### config.mk
export PLATFORM = sky130hd
export DESIGN_NAME = decoder_round_driver
export DESIGN_NICKNAME = d
export VERILOG_FILES = /design/src/rtl/decoder_round_driver_pkg.sv /design/src/rtl/decoder_round_driver_result_holding_buffer.sv /design/src/rtl/decoder_round_driver.sv
export SDC_FILE = /design/constraint.sdc
export NUM_CORES = 1
export LEC_CHECK = 0
export BUFFER_PORTS_ARGS = -buffer_cell sky130_fd_sc_hd__buf_2
export CORE_MARGIN = 8
export CORE_UTILIZATION = 55
export DETAILED_ROUTE_END_ITERATION = 12
export GPL_TIMING_DRIVEN = 0
export HOLD_SLACK_MARGIN = 0.03
export PLACE_DENSITY_LB_ADDON = 0.08
export SLEW_MARGIN = 40
export SYNTH_ARGS = -nofsm -noshare
export SYNTH_HDL_FRONTEND = slang
export SYNTH_HIERARCHICAL = 1
export SYNTH_SLANG_ARGS = --single-unit
### constraint.sdc
create_clock -name clk -period 3.7 [get_ports clk]
set_clock_uncertainty 0.15 [all_clocks]
set_input_delay 0.925 -clock clk [delete_from_list [all_inputs] [get_ports clk]]
set_output_delay 0.925 -clock clk [all_outputs]
set_load 0.01 [all_outputs]
### src/rtl/decoder_round_driver_pkg.sv
// Shared definitions for the decoder round driver: controller stage encodings,
// round status codes, driver FSM states and small helper functions.
package decoder_round_driver_pkg;

  // Stage encoding published by the decoder stage controller.
  localparam int STAGE_WIDTH = 3;
  localparam logic [STAGE_WIDTH-1:0] STAGE_IDLE    = 3'd0;
  localparam logic [STAGE_WIDTH-1:0] STAGE_LOADING = 3'd1;
  localparam logic [STAGE_WIDTH-1:0] STAGE_SPREAD  = 3'd2;
  localparam logic [STAGE_WIDTH-1:0] STAGE_SYNC    = 3'd3;
  localparam logic [STAGE_WIDTH-1:0] STAGE_RESULT  = 3'd4;

  // Outcome of one decoding round as reported on m_status.
  typedef logic [1:0] drv_status_t;
  localparam drv_status_t DRV_STATUS_OK       = 2'd0;
  localparam drv_status_t DRV_STATUS_DEADLOCK = 2'd1;
  localparam drv_status_t DRV_STATUS_WDOG     = 2'd2;
  localparam drv_status_t DRV_STATUS_NOACK    = 2'd3;

  // Round sequencer states.
  typedef enum logic [2:0] {
    DRV_IDLE     = 3'd0,
    DRV_START    = 3'd1,
    DRV_WAIT_ACK = 3'd2,
    DRV_RUN      = 3'd3,
    DRV_CAPTURE  = 3'd4,
    DRV_FLUSH    = 3'd5
  } drv_state_e;

  // Number of processing units in the array for the given code distances.
  function automatic int pu_count(input int dx, input int dz);
    return dx * dz * ((dx > dz) ? dx : dz);
  endfunction

  // A stuck controller (no ack or watchdog expiry) must be recovered with a flush.
  function automatic logic status_needs_flush(input drv_status_t s);
    return (s == DRV_STATUS_WDOG) || (s == DRV_STATUS_NOACK);
  endfunction

endpackage

### src/rtl/decoder_round_driver_result_holding_buffer.sv
// Single-entry valid/ready holding register. A new payload may be loaded in the
// same cycle the current one drains, so back-to-back results need no bubble.
module decoder_round_driver_result_holding_buffer
  import decoder_round_driver_pkg::*;
#(
  parameter int WIDTH = 8
) (
  input  logic             clk,
  input  logic             reset,
  input  logic             load,
  input  logic [WIDTH-1:0] load_data,
  output logic             can_load,
  output logic             m_valid,
  input  logic             m_ready,
  output logic [WIDTH-1:0] m_data
);

  // Free when empty, or when the held entry is being consumed right now.
  assign can_load = !m_valid || m_ready;

  // Hold the payload until consumed; a load wins over a drain in the same cycle.
  always_ff @(posedge clk) begin
    if (reset) begin
      m_valid <= 1'b0;
      m_data  <= '0;
    end else if (load && can_load) begin
      m_valid <= 1'b1;
      m_data  <= load_data;
    end else if (m_ready) begin
      m_valid <= 1'b0;
    end
  end

endmodule

### src/rtl/decoder_round_driver.sv
// Host-side round sequencer for the decoder stage controller. Accepts one
// syndrome frame per round, holds it on the PU measurement bus, starts the
// controller, supervises it (ack timeout, watchdog, deadlock) and captures
// the round outcome into a single-entry result buffer. A stuck controller is
// recovered with a fixed-length flush pulse.
module decoder_round_driver
  import decoder_round_driver_pkg::*;
#(
  parameter int  CODE_DISTANCE_X         = 3,
  parameter int  CODE_DISTANCE_Z         = 2,
  parameter int  ITERATION_COUNTER_WIDTH = 8,
  parameter int  ROUND_ID_WIDTH          = 8,
  parameter int  WATCHDOG_CYCLES         = 4096,
  parameter int  ACK_TIMEOUT             = 8,
  parameter int  FLUSH_CYCLES            = 2,
  localparam int PU_COUNT                = pu_count(CODE_DISTANCE_X, CODE_DISTANCE_Z)
) (
  input  logic                               clk,
  input  logic                               reset,
  input  logic                               s_valid,
  output logic                               s_ready,
  input  logic [PU_COUNT-1:0]                s_syndrome,
  output logic [PU_COUNT-1:0]                measurements,
  output logic                               new_round_start,
  output logic                               decoder_flush,
  input  logic [STAGE_WIDTH-1:0]             stage,
  input  logic                               result_valid,
  input  logic                               deadlock,
  input  logic                               final_cardinality,
  input  logic [ITERATION_COUNTER_WIDTH-1:0] iteration_counter,
  input  logic [31:0]                        cycle_counter,
  output logic                               m_valid,
  input  logic                               m_ready,
  output logic [ROUND_ID_WIDTH-1:0]          m_round_id,
  output logic                               m_cardinality,
  output logic [ITERATION_COUNTER_WIDTH-1:0] m_iterations,
  output logic [31:0]                        m_cycles,
  output logic [1:0]                         m_status,
  output logic                               busy
);

  localparam int ACK_W     = $clog2(ACK_TIMEOUT + 1);
  localparam int WDOG_W    = $clog2(WATCHDOG_CYCLES + 1);
  localparam int FLUSH_W   = $clog2(FLUSH_CYCLES + 1);
  localparam int PAYLOAD_W = ROUND_ID_WIDTH + 1 + ITERATION_COUNTER_WIDTH + 32 + 2;

  // Counters start at zero, so the limit is reached while holding LIMIT-1.
  localparam logic [ACK_W-1:0]   ACK_LAST   = ACK_W'(ACK_TIMEOUT - 1);
  localparam logic [WDOG_W-1:0]  WDOG_LAST  = WDOG_W'(WATCHDOG_CYCLES - 1);
  localparam logic [FLUSH_W-1:0] FLUSH_LAST = FLUSH_W'(FLUSH_CYCLES - 1);

  drv_state_e                state, next_state;
  logic [ACK_W-1:0]          ack_cnt, ack_cnt_next;
  logic [WDOG_W-1:0]         wdog_cnt, wdog_cnt_next;
  logic [FLUSH_W-1:0]        flush_cnt, flush_cnt_next;
  drv_status_t               status, status_next;
  logic [ROUND_ID_WIDTH-1:0] round_id;
  logic                      accept;
  logic                      buf_load;
  logic                      buf_can_load;
  logic [PAYLOAD_W-1:0]      buf_load_data;
  logic [PAYLOAD_W-1:0]      buf_data;

  assign accept = s_valid && s_ready;
  assign busy   = (state != DRV_IDLE);

  // Controller counters are sampled in the load cycle; the controller holds
  // them stable once it reports a result or a deadlock.
  assign buf_load_data = {round_id, final_cardinality, iteration_counter, cycle_counter, status};

  // Next-state, counter and result-load decisions for the round sequencer.
  always_comb begin
    // NOTE: every signal driven here gets a default first, so no path leaves one unassigned and no latch is inferred.
    next_state     = state;
    ack_cnt_next   = ack_cnt;
    wdog_cnt_next  = wdog_cnt;
    flush_cnt_next = flush_cnt;
    status_next    = status;
    buf_load       = 1'b0;

    unique case (state)
      DRV_IDLE: begin
        if (accept) begin
          next_state = DRV_START;
        end
      end

      DRV_START: begin
        next_state   = DRV_WAIT_ACK;
        ack_cnt_next = '0;
      end

      DRV_WAIT_ACK: begin
        if (stage != STAGE_IDLE) begin
          next_state    = DRV_RUN;
          wdog_cnt_next = '0;
        end else if (ack_cnt == ACK_LAST) begin
          status_next = DRV_STATUS_NOACK;
          next_state  = DRV_CAPTURE;
        end else begin
          ack_cnt_next = ack_cnt + ACK_W'(1);
        end
      end

      DRV_RUN: begin
        wdog_cnt_next = wdog_cnt + WDOG_W'(1);
        // Deadlock outranks a result; a result is only trusted once the stage is back to idle.
        if (deadlock) begin
          status_next = DRV_STATUS_DEADLOCK;
          next_state  = DRV_CAPTURE;
        end else if ((stage == STAGE_IDLE) && result_valid) begin
          status_next = DRV_STATUS_OK;
          next_state  = DRV_CAPTURE;
        end else if (wdog_cnt == WDOG_LAST) begin
          status_next = DRV_STATUS_WDOG;
          next_state  = DRV_CAPTURE;
        end
      end

      DRV_CAPTURE: begin
        // Stall without limit until the consumer frees the result buffer.
        if (buf_can_load) begin
          buf_load       = 1'b1;
          flush_cnt_next = '0;
          next_state     = status_needs_flush(status) ? DRV_FLUSH : DRV_IDLE;
        end
      end

      DRV_FLUSH: begin
        if (flush_cnt == FLUSH_LAST) begin
          next_state = DRV_IDLE;
        end else begin
          flush_cnt_next = flush_cnt + FLUSH_W'(1);
        end
      end

      default: begin
        next_state = DRV_IDLE;
      end
    endcase
  end

  // State, counters, round tag, latched frame and registered control outputs.
  always_ff @(posedge clk) begin
    if (reset) begin
      state           <= DRV_IDLE;
      ack_cnt         <= '0;
      wdog_cnt        <= '0;
      flush_cnt       <= '0;
      status          <= DRV_STATUS_OK;
      round_id        <= '0;
      // NOTE: the measurement register drives the PU array directly, so it is reset like control state rather than left as unreset storage.
      measurements    <= '0;
      new_round_start <= 1'b0;
      decoder_flush   <= 1'b0;
      s_ready         <= 1'b0;
    end else begin
      // NOTE: non-blocking assignments so every register samples pre-edge values regardless of statement order.
      state     <= next_state;
      ack_cnt   <= ack_cnt_next;
      wdog_cnt  <= wdog_cnt_next;
      flush_cnt <= flush_cnt_next;
      status    <= status_next;
      if (accept) begin
        measurements <= s_syndrome;
      end
      if (buf_load) begin
        round_id <= round_id + ROUND_ID_WIDTH'(1);
      end
      // Outputs registered from the next state so they are glitch-free and line up with it.
      new_round_start <= (next_state == DRV_START);
      decoder_flush   <= (next_state == DRV_FLUSH);
      s_ready         <= (next_state == DRV_IDLE);
    end
  end

  decoder_round_driver_result_holding_buffer #(
    .WIDTH(PAYLOAD_W)
  ) u_result_buffer (
    .clk      (clk),
    .reset    (reset),
    .load     (buf_load),
    .load_data(buf_load_data),
    .can_load (buf_can_load),
    .m_valid  (m_valid),
    .m_ready  (m_ready),
    .m_data   (buf_data)
  );

  assign {m_round_id, m_cardinality, m_iterations, m_cycles, m_status} = buf_data;

endmodule

==> Word level (Yosys, flattened, before mapping) <==
Index checks and enable logic that the tools add are counted.
{ "op_classes": {"n_addsub": 4, "n_eq_ne": 19, "n_mux": 28, "n_reduce_logical": 19} }
{ "ops": {"columns": ["op", "count"], "rows": [
  ["3-bit two-way mux", 9],
  ["13-bit case mux with 2 select lines", 1],
  ["3-bit case mux with 6 select lines", 1],
  ["2-bit two-way mux", 7],
  ["13-bit by 1-bit adder with 13-bit output, second input constant", 1],
  ["13-bit by 12-bit == test with 1-bit output, second input constant", 1],
  ["13-bit two-way mux", 1],
  ["2-bit != test, second input constant", 5],
  ["3-bit == test, second input constant", 3],
  ["3-bit logical NOT", 3],
  ["8-bit by 1-bit adder with 8-bit output, second input constant", 1],
  ["4-bit two-way mux", 2],
  ["2-bit case mux with 2 select lines", 2],
  ["4-bit case mux with 2 select lines", 1],
  ["2-bit nonzero test", 4],
  ["3-bit by 1-bit == test with 1-bit output, second input constant", 2],
  ["3-bit by 2-bit == test with 1-bit output, second input constant", 2],
  ["3-bit AND reduction", 2],
  ["3-bit nonzero test", 2],
  ["4-bit by 1-bit adder with 4-bit output, second input constant", 1],
  ["2-bit == test, second input constant", 2],
  ["4-bit by 3-bit == test with 1-bit output, second input constant", 1],
  ["1-bit two-way mux", 4],
  ["4-bit != test, second input constant", 1],
  ["8 further kinds", 11]
]} }
{ "totals": {"ff_bits": 105, "inputBits": 68, "out_inout_bits": 74} }

==> Logic depth before layout (Yosys ltp) <==
{ "depth": {"word_depth": 6, "depth_mapped": 10, "ltp_nobuf": 6} }

==> Hierarchy <==
The synthesis kept the hierarchy.
{ "modules_own_cells": {"columns": ["module", "instances", "cells_each", "area_per_inst_um2"], "rows": [
  ["decoder_round_driver", 1, 282, 2334.7],
  ["decoder_round_driver_result_holding_buffer", 1, 237, 2260.9]
]} }

==> Worst setup path after synthesis <==
No wires, ideal clock.
{ "synth_timing": {"kind": "input -> register", "startpoint": "in m_ready", "endpoint": "reg u_result_buffer.m_data[36]", "setup_ns": 0.143, "t_arrival_ns": 2.464, "required_ns": 3.407, "setup_slack_ns": 0.944, "cell_stages": 10, "path_buffers": 6, "cell_sequence": "nand2b_4 buf_6 buf_6 buf_2 and4bb_2 buf_4 buf_2 clkbuf_1 a21bo_2 a21oi_1"} }
{ "synth_between": {"elab_chain_cells": 4} }
{ "synth_rtl": {"columns": ["item", "line", "text"], "rows": [
  ["from (decl)", "decoder_round_driver.sv:33", "input logic m_ready,"],
  ["1-bit logical OR", "decoder_round_driver_result_holding_buffer.sv:19", "assign can_load = !m_valid || m_ready;"],
  ["via buf_can_load", "decoder_round_driver.sv:60", "logic buf_can_load;"],
  ["1-bit two-way mux", "decoder_round_driver.sv:122", "if (buf_can_load) begin"],
  ["1-bit two-way mux", "decoder_round_driver.sv:81", "unique case (state)"],
  ["via buf_load", "decoder_round_driver.sv:59", "logic buf_load;"],
  ["1-bit logical AND", "decoder_round_driver_result_holding_buffer.sv:26", "end else if (load && can_load) begin"],
  ["to (signal assigned)", "decoder_round_driver_result_holding_buffer.sv:28", "m_data <= load_data;"],
  ["to (decl)", "decoder_round_driver_result_holding_buffer.sv:15", "output logic [WIDTH-1:0] m_data"]
]} }
The timed path passes the listed nets, and every way through them passes these cells.
A chain may end at the register's enable or synchronous reset.

==> Worst setup path in the final report <==
Same ends and word-level chain as after synthesis.

==> metrics <==
outcome completed; reg2reg end u_result_buffer/m_data[36]; post-CTS resize count 0; total power 2.271 mW; Routability Congestion 0.7818; DR vias/cell 5.582; Post-synth EDFFs 0; maximum clock frequency 343.5 MHz; synth unique cells 48; non-filler instance count after layout 780; TNS Setup 0 ns; Switching Fraction 0.2896; #FFs+latches synth 105; Tmin final 2.911 ns; CTS buffer count 9; post-synthesis sequential area ratio 0.4574; CP delay by family, top buffers and inverters; Least-Margin Pin Slew 0.6347 ns; core area 8175 um2; post-DP HPWL 9.221 mm; largest net degree at the start of global routing 17; CTS H-tree depth 3; share of cells above drive strength 1 0.3452; CP Capture Type flop; worst r2r path cells 10; pre-CTS setup slack 0.4469 ns; WS Path Type input port to flop; WHS Endpoint measurements[16]; n_diodes 0; hold path start measurements[16]; hold path cells 2; Final Slew Violations 0; asr flop ratio synth 0; most common cell after layout, fill and taps aside buf_2; final setup fails 0; final hold vios 0; Hold-fix buffers, CTS 0; Worst R2R Setup Slack 1.11 ns; dpl cell area 5433 um2; Worst Setup Start Kind input port; first-pass GRT wire length 19.82 mm; PD cells 404.6 nW/um2; sequential power share 0.534; fin crit share 0.7867; synthesized instance count 519; worst path bufs/invs 7; commonest non-fill, non-tap cells in the layout buf_2, dfxtp_1, a21oi_1; CTS tree yes; GR Util met2 0.3654; Comb pwr share 0.176; Cell Area, Synth 4596 um2; final instance area 5613 um2; GRT Max-Usage Layer met2; Top FF cell, synth dfxtp_1; grt ovf 0; IO Pins 142; synthesized net count 591; port bufs 141; initial antenna violation count 0; worst setup path start m_ready; worst hold slack 0.3034 ns; via count 4354; CP Data Arrival Time 2.98 ns; clock latency on the worst-skew pair 0.36 ns; DRC viols 0; Max FO, Critical Path 12; Area Growth Syn to Fin 22.13%; die height 107.4 um; post-layout util 0.6866; Clk pin slew, worst setup/hold paths 0.09 ns; Most common cell on crit path buf_2; synth warn 6; r2r startpoint u_result_buffer/m_valid; cells along the critical path buf_2 > nand2b_4 > buf_6 > buf_6 > buf_2 > and4bb_2 > buf_4 > buf_2 > clkbuf_1 > a21bo_2 > a21oi_1; switching pwr 0.6577 mW; final layout net count 743; Clock power frac 0.290; Max Buffers Root-to-Sink 2; RSZ-0062 raised after global routing false; die width 107.4 um; vias in the first global route 4343; max incr delay on CP 0.40 ns; first-pass detailed-route iteration total 4; Inst Count DP 765; M1 GR Usage 0.2365; initial core utilization 0.5621; average cell area after synthesis 8.855 um2; Site Rows 33; clock root buffer clkbuf_8; met3 track demand over resource 0.03952; worst hold path class flop to flop; Sink Count 105; GRT Overall Usage 0.2062; post-route ant nets 0; wire per inst 15.77 um; CP max-delay cell clkbuf_1; internal power 1.613 mW; VDD IR max 283.9 uV; DRT iter0 DRCs 144; Final WS setup 0.7892 ns; die area 11540 um2; worst rel slew slack 0.5769; post-CTS setup buffers 0; Max-Cap Viols 0; routed wire length 12.30 mm; Leak 2.360 nW; Req. time, crit path 3.77 ns
[routing by layer]
| layer | part of all wire | vias up |
|---|---|---|
| met2 | 0.50 | 136 |
| met1 | 0.42 | 2040 |
| met4 | 0.018 | 0 |
| li1 | - | 2164 |
| met5 | 0 | - |
| met3 | 0.069 | 14 |
[cell usage after synthesis (all sizes together) (6+ instances only)]
| master | count | area [um2] |
|---|---|---|
| a21bo | 51 | 510.5 |
| inv | 6 | 22.52 |
| clkbuf | 18 | 67.56 |
| nand4 | 8 | 50.05 |
| dfxtp | 105 | 2102 |
| nand3 | 59 | 295.3 |
| a21oi | 94 | 500.5 |
| nand2 | 49 | 183.9 |
| buf | 23 | 136.4 |
| or3 | 7 | 43.79 |
| nor3 | 8 | 40.04 |
| nor2 | 24 | 90.09 |
[registers in the layout (all words and copies together), names as in the netlist]
name,cells
ack_cnt,4
decoder_flush,1
flush_cnt,2
measurements,18
new_round_start,1
round_id,8
s_ready,1
state,3
status,2
u_result_buffer/m_data,51
u_result_buffer/m_valid,1
wdog_cnt,13
[area by class of cell]
class                           count  area [um2]
Sequential cell                   105        2102
Fill cell                         718        2562
Timing Repair Buffer              141       705.7
Multi-Input combinational cell    367        2267
Buffer                             41       203.9
Inverter                            6       22.52
Clock buffer                       11       151.4
Tap cell                          105       131.4
Clock inverter                      4       28.78
[worst max path at each step]
stage,slack [ns],endpoint,cells past startpoint
2_1_floorplan,0.94,u_result_buffer/m_data[36],10
3_3_place_gp,0.47,u_result_buffer/m_data[36],11
3_5_place_dp,0.45,u_result_buffer/m_data[36],11
4_1_cts,0.82,u_result_buffer/m_data[36],11
5_1_grt,0.71,u_result_buffer/m_data[22],11
6_report,0.79,u_result_buffer/m_data[36],11
[cell families (layout without fill, tap and decap cells)]
kind of cell / after synthesis / count (layout) / synth area share
and+or+nand+nor: 187 / 187 / 0.2115
AOI/OAI and AO/OA: 169 / 169 / 0.2573
DFF: 105 / 105 / 0.4574
buffers and inverters: 47 / 203 / 0.04928
xor gates and xnor gates: 6 / 6 / 0.01143
adders and majority gates: 4 / 4 / 0.01089
muxes: 1 / 1 / 0.002178
[power groups by stage]
stage | clock [mW] | sequential [mW] | combinational [mW]
6_report | 0.659 | 1.21 | 0.399
5_1_grt | 0.721 | 1.22 | 0.442
4_1_cts | 0.673 | 1.21 | 0.400
3_5_place_dp | 0 | 1.24 | 0.397
3_3_place_gp | 0 | 1.24 | 0.391
2_1_floorplan | 0 | 1.25 | 0.230
[tightest hold or removal path, delay by kind of cell (launching register included)]
family	cells	cell delay, ns
and+or+nand+nor	1	0.05
AOI/OAI and AO/OA	1	0.05
DFF	1	0.32
(Power assumes the default switching activity.)
